===== src/rtl/branch_predictor_if.sv =====
// Fetch/execute bus of the branch predictor.
// master: pipeline side (drives lookup PC and resolved-branch updates).
// slave:  predictor side (returns prediction and redirect request).
interface branch_predictor_if #(
    parameter int XLEN    = 32,
    parameter int ENTRIES = 64
);
    localparam int IDX = $clog2(ENTRIES);

    // Fetch-stage lookup
    logic [XLEN-1:0] pc_f;
    logic            pred_taken_f;
    logic [XLEN-1:0] pred_target_f;
    logic [IDX-1:0]  pred_idx_f;

    // Execute-stage resolution
    logic            upd_valid_e;
    logic [XLEN-1:0] upd_pc_e;
    logic [XLEN-1:0] upd_target_e;
    logic [IDX-1:0]  upd_idx_e;
    logic            upd_taken_e;
    logic            upd_jump_e;
    logic            pred_taken_e;
    logic [XLEN-1:0] pred_target_e;
    logic            mispredict_e;
    logic [XLEN-1:0] redirect_pc_e;

    modport master (
        output pc_f,
        input  pred_taken_f, pred_target_f, pred_idx_f,
        output upd_valid_e, upd_pc_e, upd_target_e, upd_idx_e,
        output upd_taken_e, upd_jump_e, pred_taken_e, pred_target_e,
        input  mispredict_e, redirect_pc_e
    );

    modport slave (
        input  pc_f,
        output pred_taken_f, pred_target_f, pred_idx_f,
        input  upd_valid_e, upd_pc_e, upd_target_e, upd_idx_e,
        input  upd_taken_e, upd_jump_e, pred_taken_e, pred_target_e,
        output mispredict_e, redirect_pc_e
    );
endinterface


===== src/rtl/branch_predictor.sv =====
// Direct-mapped branch target buffer with per-entry saturating counters.
// Lookup is combinational from the registered tables; updates are written
// at the rising edge from the execute stage.
// Optional macro BP_GSHARE_EN: XOR the lookup index with a global history
// register (IDX bits, shifted with each resolved conditional branch).
module branch_predictor #(
    parameter int XLEN    = 32,
    parameter int ENTRIES = 64,
    parameter int CTR_W   = 2
) (
    input logic                 clk,
    input logic                 rst,    // asynchronous, active low
    branch_predictor_if.slave   bus
);
    localparam int IDX   = $clog2(ENTRIES);
    localparam int TAG_W = XLEN - IDX - 2;
    localparam logic [CTR_W-1:0] CTR_MAX = '1;
    localparam logic [CTR_W-1:0] CTR_WNT = CTR_W'((1 << (CTR_W - 1)) - 1);

    // Per-entry state. Counters and valid bits need a reset; tag, target
    // and jump bit are only meaningful behind a set valid bit.
    logic [CTR_W-1:0]   ctrReg    [ENTRIES];
    logic [ENTRIES-1:0] validReg;
    logic [TAG_W-1:0]   tagMem    [ENTRIES];
    logic [XLEN-1:0]    targetMem [ENTRIES];
    logic [ENTRIES-1:0] jumpReg;

    logic [IDX-1:0]     lookupIdx;
    logic               lookupHit;
    logic               lookupTaken;
    logic [XLEN-1:0]    fetchPlus4;

    logic [IDX-1:0]     updIdx;
    logic [TAG_W-1:0]   updTag;
    logic               updHit;
    logic               updWrite;
    logic [CTR_W-1:0]   ctrBase;
    logic [CTR_W-1:0]   ctrNext;
    logic [ENTRIES-1:0] entryWe;

`ifdef BP_GSHARE_EN
    logic [IDX-1:0]     ghrReg;

    // Global history: shift in the outcome of every resolved conditional branch
    always_ff @(posedge clk or negedge rst) begin
        if (!rst) begin
            ghrReg <= '0;
        end else if (bus.upd_valid_e && !bus.upd_jump_e) begin
            ghrReg <= {ghrReg[IDX-2:0], bus.upd_taken_e};
        end
    end

    assign lookupIdx = bus.pc_f[IDX+1:2] ^ ghrReg;
`else
    assign lookupIdx = bus.pc_f[IDX+1:2];
`endif

    // ---------------- Fetch-stage lookup ----------------
    assign fetchPlus4  = bus.pc_f + XLEN'(4);
    assign lookupHit   = validReg[lookupIdx] &&
                         (tagMem[lookupIdx] == bus.pc_f[XLEN-1:IDX+2]);
    assign lookupTaken = lookupHit &&
                         (jumpReg[lookupIdx] || ctrReg[lookupIdx][CTR_W-1]);

    assign bus.pred_idx_f    = lookupIdx;
    assign bus.pred_taken_f  = lookupTaken;
    assign bus.pred_target_f = lookupTaken ? targetMem[lookupIdx] : fetchPlus4;

    // ---------------- Execute-stage update ----------------
    assign updIdx = bus.upd_idx_e;
    assign updTag = bus.upd_pc_e[XLEN-1:IDX+2];
    assign updHit = validReg[updIdx] && (tagMem[updIdx] == updTag);

    // A not-taken outcome for a branch we are not tracking never allocates.
    assign updWrite = bus.upd_valid_e &&
                      (bus.upd_taken_e || bus.upd_jump_e || updHit);

    // A freshly allocated entry starts from the weakly-not-taken point so
    // one taken outcome makes it weakly taken.
    assign ctrBase = updHit ? ctrReg[updIdx] : CTR_WNT;

    // Saturating counter step; jumps pin the counter at its maximum
    always_comb begin
        ctrNext = ctrBase;
        if (bus.upd_jump_e) begin
            ctrNext = CTR_MAX;
        end else if (bus.upd_taken_e) begin
            if (ctrBase != CTR_MAX) ctrNext = ctrBase + CTR_W'(1);
        end else begin
            if (ctrBase != '0) ctrNext = ctrBase - CTR_W'(1);
        end
    end

    genvar gi;
    generate
        for (gi = 0; gi < ENTRIES; gi++) begin : gEntryWe
            assign entryWe[gi] = updWrite && (updIdx == IDX'(gi));
        end
    endgenerate

    // Counters and valid bits: cleared at once by reset, written on update
    always_ff @(posedge clk or negedge rst) begin
        if (!rst) begin
            validReg <= '0;
            for (int i = 0; i < ENTRIES; i++) begin
                ctrReg[i] <= CTR_WNT;
            end
        end else begin
            for (int i = 0; i < ENTRIES; i++) begin
                if (entryWe[i]) begin
                    ctrReg[i]   <= ctrNext;
                    validReg[i] <= 1'b1;
                end
            end
        end
    end

    // Tag/target/jump payload; a write during reset is invisible because
    // the valid bit stays clear
    always_ff @(posedge clk) begin
        if (updWrite) begin
            tagMem[updIdx]    <= updTag;
            targetMem[updIdx] <= bus.upd_target_e;
            jumpReg[updIdx]   <= bus.upd_jump_e;
        end
    end

    // ---------------- Redirect ----------------
    assign bus.mispredict_e  = bus.upd_valid_e &&
                               ((bus.pred_taken_e != bus.upd_taken_e) ||
                                (bus.upd_taken_e && (bus.pred_target_e != bus.upd_target_e)));
    assign bus.redirect_pc_e = bus.upd_taken_e ? bus.upd_target_e
                                               : bus.upd_pc_e + XLEN'(4);
endmodule


===== src/flat_wrapper.sv =====
// flat-port wrapper written by rule: the top's interface ports become plain ports
module branch_predictor_flat 
#(
    parameter int XLEN    = 32,
    parameter int ENTRIES = 64,
    parameter int CTR_W   = 2
)
  (clk, rst, bus_pc_f, bus_pred_taken_f, bus_pred_target_f, bus_pred_idx_f, bus_upd_valid_e, bus_upd_pc_e, bus_upd_target_e, bus_upd_idx_e, bus_upd_taken_e, bus_upd_jump_e, bus_pred_taken_e, bus_pred_target_e, bus_mispredict_e, bus_redirect_pc_e);
  branch_predictor_if #(.XLEN(XLEN), .ENTRIES(ENTRIES)) bus_i ();
  input logic clk;
  input logic rst;
  input wire logic [$bits(bus_i.pc_f)-1:0] bus_pc_f;
  output wire logic [$bits(bus_i.pred_taken_f)-1:0] bus_pred_taken_f;
  output wire logic [$bits(bus_i.pred_target_f)-1:0] bus_pred_target_f;
  output wire logic [$bits(bus_i.pred_idx_f)-1:0] bus_pred_idx_f;
  input wire logic [$bits(bus_i.upd_valid_e)-1:0] bus_upd_valid_e;
  input wire logic [$bits(bus_i.upd_pc_e)-1:0] bus_upd_pc_e;
  input wire logic [$bits(bus_i.upd_target_e)-1:0] bus_upd_target_e;
  input wire logic [$bits(bus_i.upd_idx_e)-1:0] bus_upd_idx_e;
  input wire logic [$bits(bus_i.upd_taken_e)-1:0] bus_upd_taken_e;
  input wire logic [$bits(bus_i.upd_jump_e)-1:0] bus_upd_jump_e;
  input wire logic [$bits(bus_i.pred_taken_e)-1:0] bus_pred_taken_e;
  input wire logic [$bits(bus_i.pred_target_e)-1:0] bus_pred_target_e;
  output wire logic [$bits(bus_i.mispredict_e)-1:0] bus_mispredict_e;
  output wire logic [$bits(bus_i.redirect_pc_e)-1:0] bus_redirect_pc_e;
  assign bus_i.pc_f = bus_pc_f;
  assign bus_pred_taken_f = bus_i.pred_taken_f;
  assign bus_pred_target_f = bus_i.pred_target_f;
  assign bus_pred_idx_f = bus_i.pred_idx_f;
  assign bus_i.upd_valid_e = bus_upd_valid_e;
  assign bus_i.upd_pc_e = bus_upd_pc_e;
  assign bus_i.upd_target_e = bus_upd_target_e;
  assign bus_i.upd_idx_e = bus_upd_idx_e;
  assign bus_i.upd_taken_e = bus_upd_taken_e;
  assign bus_i.upd_jump_e = bus_upd_jump_e;
  assign bus_i.pred_taken_e = bus_pred_taken_e;
  assign bus_i.pred_target_e = bus_pred_target_e;
  assign bus_mispredict_e = bus_i.mispredict_e;
  assign bus_redirect_pc_e = bus_i.redirect_pc_e;
  branch_predictor #(.XLEN(XLEN), .ENTRIES(ENTRIES), .CTR_W(CTR_W)) u_core (.clk(clk), .rst(rst), .bus(bus_i));
endmodule

===== config.mk =====
export PLATFORM = sky130hd
export DESIGN_NAME = branch_predictor_flat
export DESIGN_NICKNAME = d
export VERILOG_FILES = /design/src/rtl/branch_predictor_if.sv /design/src/rtl/branch_predictor.sv /design/src/flat_wrapper.sv
export SDC_FILE = /design/constraint.sdc
export NUM_CORES = 2
export LEC_CHECK = 0
export BUFFER_PORTS_ARGS = -buffer_cell sky130_fd_sc_hd__buf_2
export CELL_PAD_IN_SITES_DETAIL_PLACEMENT = 0
export CELL_PAD_IN_SITES_GLOBAL_PLACEMENT = 1
export CORE_MARGIN = 5
export CORE_UTILIZATION = 55
export DETAILED_ROUTE_END_ITERATION = 10
export GPL_TIMING_DRIVEN = 0
export PLACE_DENSITY_LB_ADDON = 0.25
export SLEW_MARGIN = 30
export SYNTH_ARGS = -nofsm -noshare
export SYNTH_HDL_FRONTEND = slang
export SYNTH_SLANG_ARGS = --single-unit

===== constraint.sdc =====
create_clock -name clk -period 13.9 [get_ports clk]
set_input_delay 1.39 -clock clk [delete_from_list [all_inputs] [get_ports clk]]
set_output_delay 1.39 -clock clk [all_outputs]
set_load 0.005 [all_outputs]

==> impl_metrics.env <==
export IMPL_hpwl_mm=435.9
export IMPL_clk_path_buf_depth=4
export IMPL_period_needed_ns=10.30
export IMPL_power_total_uw=25650
export IMPL_crit_family="buffers and inverters"
export IMPL_antenna_found_initial=53
export IMPL_yosysSeqAreaShare_pct=70.03
export IMPL_fin_tns_setup_ns=0
export IMPL_setup_viol=0
export IMPL_slew_viol_final=0
export IMPL_dieArea_um2=308100
export IMPL_ys_top_cells_by_count="3648 x edfxtp_1, 1454 x mux4_2, 363 x mux2i_1, 276 x clkbuf_1, 165 x nand2_1"
export IMPL_core_um2=296300
export IMPL_vias=99340
export IMPL_p_switching_uw=6227
export IMPL_arrival_ns=8.91
export IMPL_syn_avg_cell_area_um2=21.08
export IMPL_p_sw_share_pct=24.28
export IMPL_postSynth_asyncResetShare_pct=5.000
export IMPL_cts_buffers=390
export IMPL_hp_class="primary input to asynchronous set/reset pin"
export IMPL_startpoint_type="primary input"
export IMPL_rows=200
export IMPL_antenna_left=0
export IMPL_setup_ws_ns=3.600
export IMPL_ys_types=82
export IMPL_p_seq_share_pct=50.4
export IMPL_cts_resized=0
export IMPL_worstPathMaxFanout=11
export IMPL_worst_path_buf_inv=9
export IMPL_synth_largest_area_cell="edfxtp_1"
export IMPL_syn_to_final_growth_pct=14.21
export IMPL_max_stage_delay_ns=0.86
export IMPL_combPwrFrac_pct=8.9
export IMPL_gp_congestion=0.9893
export IMPL_hold_buffers=0
export IMPL_ys_ff_latch=3840
export IMPL_skew_ns=0.07746
export IMPL_route_detailed_drc=0
export IMPL_fillCellCount=20090
export IMPL_multiInputGateArea_um2=46250
export IMPL_fmax_mhz=97.09
export IMPL_synth_main_ff_cell="edfxtp_1"
export IMPL_crit_path_frequent_cell="buf_2"
export IMPL_slowest_stage="a211oi_1"
export IMPL_post_synth_inst_count=7752
export IMPL_rsz0062_at_grt="no"
export IMPL_hold_viol_final=0
export IMPL_drv_cap=0
export IMPL_syn_num_nets=7894
export IMPL_drive_gt1_share_pct=33.48
export IMPL_worst_pin_slew_ns=1.187
export IMPL_syn_area_um2=163400
export IMPL_portBuffers=204
export IMPL_via_per_inst=7.749
export IMPL_ys_warnings_count=0
export IMPL_intPower_uw=19420
export IMPL_insertion_delay_ns=1.04
export IMPL_drt_total_wl_mm=659.8
export IMPL_synth_area_leaders="edfxtp_1 67%, mux4_2 20%, mux2i_1 2.2%"
export IMPL_root_buffer="clkbuf_16"
export IMPL_clkPwrFrac_pct=40.7
export IMPL_grt_pass1_vias=94590
export IMPL_run_status="finished, final reports clean"
export IMPL_tritoncts="yes"
export IMPL_grt_pass1_wl_mm=866.6
export IMPL_leakagePower_uw=0.06059
export IMPL_firstDrtPassIters=7
export IMPL_initial_core_util_pct=55.15
export IMPL_dr_first_iter_drc_count=20030
export IMPL_critical_path_class="primary input to primary output"
export IMPL_fin_nets=8646
export IMPL_ioPinCount=212
export IMPL_cp_end_kind="primary output"
export IMPL_die_h_um=555.0
export IMPL_path_clk_slew_ns=0.06
export IMPL_vdd_drop_max_mv=0.1403
export IMPL_synth_edff_count=3648
export IMPL_cp_cell_sequence="buf_2 > buf_2 > clkbuf_1 > clkbuf_2 > clkbuf_1 > clkbuf_1 > a211oi_1 > a211oi_1 > mux4_2 > mux2i_4 > nor4b_1 > and4_1 > buf_2 > buf_2 > mux2i_1 > buf_2"
export IMPL_netlist_area_leader_share_pct=67.04
export IMPL_yosysMostFrequentCell="edfxtp_1"
export IMPL_seqCellArea_um2=114400
export IMPL_grt_max_degree=89
export IMPL_routedWlPerCell_um=51.47
export IMPL_slew_headroom_pct=20.55
export IMPL_grt_use_total_pct=42.67
export IMPL_cp_required_ns=12.51
export IMPL_min_period_over_period_pct=74.10
export IMPL_cts_sinks=3840
export IMPL_cts_setup_buffers=0
export IMPL_powerDensity_nw_per_um2=137.5
export IMPL_fp_dieW_um=555.0
export IMPL_dp_slack_ns=3.958
export IMPL_htreeDepth=5
export IMPL_grt_overflow=0
## path summary, 6_finish.rpt
check	startpoint	endpoint	slack [ns]	depth (start not counted)
max in group asynchronous	rst	u_core.ctrReg[6]$_DFFE_PN1P_	12.76	2
max	bus_pc_f[3]	bus_pred_target_f[2]	3.60	16
min	rst	u_core.validReg[11]$_DFFE_PN0P_	0.30	1
min reg2reg	u_core.validReg[2]$_DFFE_PN0P_	u_core.validReg[2]$_DFFE_PN0P_	0.49	1
min in group clk	u_core.validReg[2]$_DFFE_PN0P_	u_core.validReg[2]$_DFFE_PN0P_	0.49	1
max reg2reg	u_core.tagMem[58][21]$_DFFE_PP_	u_core.targetMem[31][23]$_DFFE_PP_	7.51	13
## cell type report
class,count,share of cell area (%)
Sequential cell,3840,61.32
Inverter,62,0.3058
Clock buffer,470,5.430
Antenna cell,58,0.07778
Clock inverter,240,1.223
Timing Repair Buffer,360,2.656
Multi-Input combinational cell,3307,24.79
Tap cell,3939,2.641
Buffer,543,1.558
## metal layers
metal,vias to the layer above,wire length (µm),global-route usage (%)
met5,-,138,0
met4,20,65310,32.15
met3,2722,100000,17.20
met2,10080,289000,62.27
met1,51670,205200,51.30
li1,34840,-,-
## sequential cells by signal, summed over array words and instances, names as in the netlist
signal / cells
u_core.jumpReg: 64
u_core.validReg: 64
u_core.targetMem: 2048
u_core.ctrReg: 128
u_core.tagMem: 1536
## power groups by stage
stage                     clock network (µW)  registers [µW]  logic, µW
after floorplan                            0           13100       1080
after global placement                     0           13200       2080
after detailed placement                   0           13200       2180
after CTS                              10400           12900       2190
after global routing                   10900           12900       2280
final                                  10400           12900       2300
## worst register-to-register path: cells and delay by family, from the launching register on
kind	cells	cell delay [ns]
mux	1	0.47
xor+xnor	1	0.16
flops	1	0.39
compound gates	6	2.71
buf+inv	3	1.18
simple gates	2	0.99
## cells by family after synthesis
group / after synthesis / synth area share (%)
and+or+nand+nor: 634 / 2.000
xor gates and xnor gates: 134 / 0.7183
DFF: 3840 / 70.03
buffers and inverters: 605 / 1.761
adders and majority gates: 3 / 0.02144
AOI/OAI and AO/OA: 623 / 2.538
muxes: 1913 / 22.93
## cells in the final DEF (no fill, tap or decap), types with 40 or more instances in the layout
cell / synthesis / routed
xnor2_1: 60 / 60
buf_2: 91 / 300
clkinv_1: 1 / 90
o22ai_1: 40 / 40
dfstp_2: 64 / 64
buf_12: 0 / 40
inv_8: 0 / 43
mux2i_1: 363 / 362
diode_2: 0 / 58
nand2_1: 165 / 165
o21ai_0: 129 / 129
mux2_1: 59 / 59
nor2_1: 78 / 74
clkinv_2: 0 / 74
a22oi_1: 116 / 116
buf_16: 0 / 103
buf_4: 57 / 114
a31oi_1: 56 / 56
nand2b_1: 71 / 71
clkbuf_2: 1 / 150
a21oi_1: 99 / 99
clkbuf_1: 276 / 213
a221oi_1: 43 / 43
nand3_1: 114 / 114
xor2_1: 74 / 73
edfxtp_1: 3648 / 3648
dfrtp_1: 128 / 128
clkbuf_16: 0 / 392
mux4_2: 1454 / 1454
## through the flow
stage,utilization (%),hold WS (ns),area (µm²),instances
2_1_floorplan,-,0.4450,163400,7752
3_3_place_gp,57.16,0.4614,169300,11900
3_5_place_dp,58.71,0.4677,174000,12050
4_1_cts,62.90,0.2984,186400,12760
5_1_grt,62.94,0.3279,186500,12770
6_report,62.98,0.2951,186600,12820
Note: power is estimated with default switching activity, not from simulation.
